File: src/rtl/manchester_frame_sched.sv
// Frame scheduler sharing one Manchester encoder between two byte streams.
// Each frame is sent as preamble, SFD, payload, then an inter-frame gap, one byte per 2-cycle slot.
module manchester_frame_sched #(
    parameter int unsigned PRE_LEN   = 2,
    parameter logic [7:0]  PRE_BYTE  = 8'hAA,
    parameter logic [7:0]  SFD_BYTE  = 8'hD5,
    parameter logic [7:0]  IDLE_BYTE = 8'hAA,
    parameter int unsigned IFG_LEN   = 3
) (
    input  logic       pclk,
    input  logic       aresetn,
    input  logic       en,
    input  logic [7:0] s0_tdata,
    input  logic       s0_tvalid,
    input  logic       s0_tlast,
    output logic       s0_tready,
    input  logic [7:0] s1_tdata,
    input  logic       s1_tvalid,
    input  logic       s1_tlast,
    output logic       s1_tready,
    output logic [7:0] tx_data,
    output logic       tx_half,
    output logic       tx_active,
    output logic [1:0] grant,
    output logic       underrun
);
    localparam int unsigned CMAX = (PRE_LEN > IFG_LEN) ? PRE_LEN : IFG_LEN;
    localparam int unsigned CW   = (CMAX > 1) ? $clog2(CMAX) : 1;
    localparam logic [CW-1:0] PRE_LAST = CW'(PRE_LEN - 1);
    localparam logic [CW-1:0] IFG_LAST = CW'(IFG_LEN - 1);

    typedef enum logic [2:0] {IDLE, PRE, SFD, PAY, IFG} state_t;

    state_t          state, state_nx;
    logic [CW-1:0]   cnt, cnt_nx;
    logic            rr, rr_nx;          // 1 = contention goes to s1
    logic            last_ld, last_nx;   // final payload beat is on tx_data
    logic [7:0]      data_nx;
    logic            active_nx, und_nx, pick1;
    logic [1:0]      grant_nx;

    logic [1:0]      req_valid, req_last, tready;
    logic [1:0][7:0] req_data;
    logic            take, g_valid, g_last;
    logic [7:0]      g_data;

    assign req_valid = {s1_tvalid, s0_tvalid};
    assign req_last  = {s1_tlast, s0_tlast};
    assign req_data  = {s1_tdata, s0_tdata};

    // A beat is only taken on the boundary cycle of an SFD/PAY slot, and never once tlast is loaded.
    assign take = (state == SFD || state == PAY) && !last_ld && tx_half;

    for (genvar i = 0; i < 2; i++) begin : g_rdy
        assign tready[i] = take & grant[i] & req_valid[i];
    end

    assign s0_tready = tready[0];
    assign s1_tready = tready[1];

    assign g_valid = |(req_valid & grant);
    assign g_last  = grant[1] ? req_last[1] : req_last[0];
    assign g_data  = grant[1] ? req_data[1] : req_data[0];

    always_comb begin
        state_nx  = state;
        cnt_nx    = cnt;
        rr_nx     = rr;
        last_nx   = last_ld;
        data_nx   = tx_data;
        active_nx = tx_active;
        grant_nx  = grant;
        und_nx    = 1'b0;
        pick1     = req_valid[1] & (~req_valid[0] | rr);
        if (tx_half) begin
            case (state)
                IDLE: begin
                    if (en && |req_valid) begin
                        if (&req_valid) rr_nx = ~rr;
                        grant_nx  = pick1 ? 2'b10 : 2'b01;
                        active_nx = 1'b1;
                        data_nx   = PRE_BYTE;
                        cnt_nx    = '0;
                        state_nx  = PRE;
                    end
                end
                PRE: begin
                    if (cnt == PRE_LAST) begin
                        cnt_nx   = '0;
                        data_nx  = SFD_BYTE;
                        state_nx = SFD;
                    end else begin
                        cnt_nx = cnt + CW'(1);
                    end
                end
                SFD, PAY: begin
                    if (last_ld || !g_valid) begin
                        // Normal end of frame, or abort because the owner ran dry.
                        und_nx    = ~last_ld;
                        last_nx   = 1'b0;
                        cnt_nx    = '0;
                        data_nx   = IDLE_BYTE;
                        active_nx = 1'b0;
                        grant_nx  = 2'b00;
                        state_nx  = IFG;
                    end else begin
                        data_nx  = g_data;
                        last_nx  = g_last;
                        state_nx = PAY;
                    end
                end
                IFG: begin
                    if (cnt == IFG_LAST) begin
                        cnt_nx   = '0;
                        state_nx = IDLE;
                    end else begin
                        cnt_nx = cnt + CW'(1);
                    end
                end
                default: state_nx = IDLE;
            endcase
        end
    end

    always_ff @(posedge pclk or negedge aresetn) begin
        if (!aresetn) begin
            state     <= IDLE;
            cnt       <= '0;
            rr        <= 1'b0;
            last_ld   <= 1'b0;
            tx_data   <= IDLE_BYTE;
            tx_half   <= 1'b0;
            tx_active <= 1'b0;
            grant     <= 2'b00;
            underrun  <= 1'b0;
        end else begin
            state     <= state_nx;
            cnt       <= cnt_nx;
            rr        <= rr_nx;
            last_ld   <= last_nx;
            tx_data   <= data_nx;
            tx_half   <= ~tx_half;
            tx_active <= active_nx;
            grant     <= grant_nx;
            underrun  <= und_nx;
        end
    end
endmodule

File: config.mk
export PLATFORM = sky130hd
export DESIGN_NAME = manchester_frame_sched
export DESIGN_NICKNAME = d
export VERILOG_FILES = /design/src/rtl/manchester_frame_sched.sv
export SDC_FILE = /design/constraint.sdc
export NUM_CORES = 1
export LEC_CHECK = 0
export CAP_MARGIN = 25
export CORE_MARGIN = 3
export CORE_UTILIZATION = 45
export CTS_CLUSTER_SIZE = 40
export DETAILED_ROUTE_END_ITERATION = 16
export PLACE_DENSITY = 0.79
export SLEW_MARGIN = 15
export SYNTH_ARGS = -nofsm -noshare
export SYNTH_HDL_FRONTEND = slang
export SYNTH_SLANG_ARGS = --single-unit
File: constraint.sdc
create_clock -name pclk -period 2 [get_ports pclk]
set_input_delay 0.4 -clock pclk [delete_from_list [all_inputs] [get_ports pclk]]
set_output_delay 0.4 -clock pclk [all_outputs]
set_load 0.05 [all_outputs]
==> results of run 1 <==
-- kinds of logic (layout without fill, tap and decap cells) --
logic type | count (synthesis) | after routing | share of synthesized area [%]
AO/OA/AOI/OAI | 22 | 22 | 12.6
multiplexers | 21 | 21 | 22.3
AND/OR/NAND/NOR | 32 | 32 | 15.5
XOR/XNOR | 1 | 1 | 0.781
flip-flops | 20 | 20 | 45.0
buffers and inverters | 10 | 57 | 3.79
-- cells in the final DEF (no fill, tap or decap), types with 4 or more instances in the layout --
| master | instances |
|---|---|
| clkdlybuf4s50_1 | 28 |
| dfrtp_1 | 15 |
| buf_4 | 15 |
| mux2i_1 | 10 |
| o21ai_0 | 9 |
| mux2_4 | 7 |
| nor2_1 | 6 |
| inv_1 | 5 |
| nand2_1 | 4 |
| buf_12 | 4 |
| dfstp_2 | 4 |
-- power by group through the flow --
stage / clock (mW) / combinational [mW] / sequential [mW]
3_5_place_dp: 0 / 1.84 / 0.777
2_1_floorplan: 0 / 0.955 / 1.06
6_report: 0.198 / 1.84 / 0.775
4_1_cts: 0.205 / 1.85 / 0.773
3_3_place_gp: 0 / 1.79 / 0.772
5_1_grt: 0.225 / 1.96 / 0.800
-- area by class of cell --
class                           instances  area share [%]
Clock buffer                            4            1.57
Inverter                                5            1.12
Sequential cell                        20            30.3
Timing Repair Buffer                   48            29.0
Multi-Input combinational cell         76            35.9
Tap cell                               28            2.09
-- critical path, stage by stage, from the launching register on --
cell and delay [ns]:
dfrtp_1 0.45, nor2b_2 0.21, nand2_2 0.14, nor3_4 0.23, buf_12 0.16
-- registers in the layout, summed over array words and instances, names as in the netlist --
register   flops
grant          2
underrun       1
state          3
tx_active      1
tx_data        8
rr             1
last_ld        1
cnt            2
tx_half        1
-- layer usage --
layer | part of all wire, % | vias up | global-route usage (%)
met5 | 0 | - | 0
met4 | 2.0 | 0 | 8.81
met3 | 6.0 | 5 | 4.41
met2 | 50 | 33 | 32.8
met1 | 42 | 476 | 22.2
li1 | - | 484 | -
-- path summary, 6_finish.rpt --
check	from	to	slack, ns	cells past startpoint
min	aresetn	cnt[0]$_DFFE_PN0P_	0.42	2
min reg2reg	tx_data[7]$_DFFE_PN1P_	tx_data[7]$_DFFE_PN1P_	0.48	2
max reg2reg	state[1]$_DFFE_PN0P_	tx_data[4]$_DFFE_PN0P_	0.23	5
min in group pclk	tx_data[7]$_DFFE_PN1P_	tx_data[7]$_DFFE_PN1P_	0.48	2
max	state[1]$_DFFE_PN0P_	s0_tready	0.09	4
max in group asynchronous	aresetn	tx_data[1]$_DFFE_PN1P_	1.31	2
-- timing repair --
action                                  4_1_cts  5_1_grt
endpoints found under the setup margin        2        3
resized for setup                             2        2
hold buffers                                  0        0
-- per-stage QoR --
stage	util, %	hold WS [ns]	setup TNS (ns)
after floorplan	-	0.104	-0.0870
after global placement	71.4	0.460	-1.49
after detailed placement	71.4	0.475	-2.02
after CTS	72.7	0.419	0
after global routing	72.9	0.426	0
final	72.9	0.420	0
==> metrics.md, run 1 <==
| Metric | Value |
|---|---|
| Setup Crit Path Kind | `flop to output pin` |
| GRT Total Usage | `19.0%` |
| Critical Path End Type | `output pin` |
| Layout cells sized above 1 | `25.5%` |
| RSZ-0062 raised after global routing | `no` |
| Final instance area | `1670 µm²` |
| Crit-path max FO | `7` |
| Reg clk slew, reported paths | `approximately 0.10 ns` |
| Tot Pwr | `around 2.8 mW` |
| Reg power frac | `between 20% and 30%` |
| Most instantiated library cell after synthesis | `dfrtp_1` |
| Fin. Hold Viols | `0` |
| Die Wd | `between 50 and 60 µm` |
| Core area | `2300 µm²` |
| Achievable clock frequency | `524 MHz` |
| Least-Margin Pin Slew | `0.514 ns` |
| Tmin final | `1.91 ns` |
| Die ar. | `3130 µm²` |
| Mapped Cells | `106` |
| Area of placed instances | `1640 µm²` |
| H-tree levels | `1` |
| First-pass GRT wire length | `4.68 mm` |
| Top_reg_cell synth | `dfrtp_1` |
| Total number of vias | `998` |
| Average size of a mapped cell | `between 10 and 15 µm²` |
| Post-CTS Setup Repair Bufs | `0` |
| Pwr/cell area | `about 1700 nW/µm²` |
| Sink Count | `20` |
| Mapped Area | `1120 µm²` |
| P_leak | `0.733 nW` |
| Drt initial violations | `16` |
| FP Rows | `17` |
| Syn. warnings | `0` |
| Final Skew | `slightly below 0.0005 ns` |
| Routed wire per std cell | `15.0 µm` |
| DRC | `0` |
| Net Sw Power | `approximately 1.2 mW` |
| Multi-input logic area | `approximately 600 µm²` |
| WP data required | `approximately 1.6 ns` |
| Placed Instances | `177` |
| Via density | `5.51` |
| Routed Antenna Nets | `0` |
| Post-synth ARST share | `100%` |
| Pre-CTS WS | `-0.202 ns` |
| Count of input and output buffers | `37` |
| Worst VDD drop | `a little over 0.001 V` |
| Area growth syn-to-layout | `49.2%` |
| Final #Nets | `roughly 180` |
| DRT Wirelength | `2.71 mm` |
| Number of global-route vias before repair | `1014` |
| Largest net degree at the start of global routing | `21` |
| Yosys reg bits | `20` |
| DP Wirelength | `2.12 mm` |
| CP arrival | `1.51 ns` |
| Setup slack after layout | `between 0.09 and 0.1 ns` |
| Critical Path Source Type | `flop` |
| Inserted Diodes | `0` |
| EDFF count, synth | `0` |
| Die height | `55.9 µm` |
| CTS tree | `done` |
| Leading area contributor after synthesis | `dfrtp_1` |
| Hold Path Class | `input pin to asynchronous set/reset pin` |
| Register area share after synthesis | `45.0%` |
| Synth area leaders | `dfrtp_1 (36%), dfstp_2 (9.4%), mux2_4 (9.4%), mux2i_1 (8.9%), o21ai_0 (4.0%)` |
| Part of the cycle the worst path needs | `95.4%` |
| Fillers | `184` |
| IO Pins | `38` |
| Logic pwr share | `65.4%` |
| Initial antenna violation count | `0` |
| # setup viols final | `0` |
| Num CTS Buffers | `3` |
| Initial Utilization | `about half` |
| Share of Yosys cell area claimed by the top area cell type | `35.7%` |
| CTS max path bufs | `2` |
| Clk_lat worst skew | `0.30 ns` |
| Max-cap violation count | `0` |
| DRT Pass-1 Iters | `4` |
| Slew Limit Headroom | `about two thirds` |
| Sw Share | `43.7%` |
| Clock power frac | `7.0%` |
| Pint | `1.58 mW` |
| FF/Latch Area | `507 µm²` |
| Synth top cells by count | `dfrtp_1 (16), mux2i_1 (10), o21ai_0 (9)` |
| Syn nets | `129` |
| Total gr overflow | `0` |
| Outcome | `finished, final reports clean` |
| Clock root buffer | `clkbuf_4` |
| Routability cong. | `~0.85` |
| Final Non-Filler Cells | `181` |
| Final Slew Violations | `0` |
| Distinct cells, synth | `36` |
No activity file was read; power rests on OpenSTA's default activity.
==> run 2, diff against run 1 <==
TNS_END_PERCENT = 30   (was not set)
==> results of run 2 <==
No change in the layout: final DEF, timing and power equal those of run 1.
==> run 3, diff against run 2 <==
CTS_CLUSTER_SIZE = 30   (was 40)
==> results of run 3 <==
No change in the layout: final DEF, timing and power equal those of run 1.
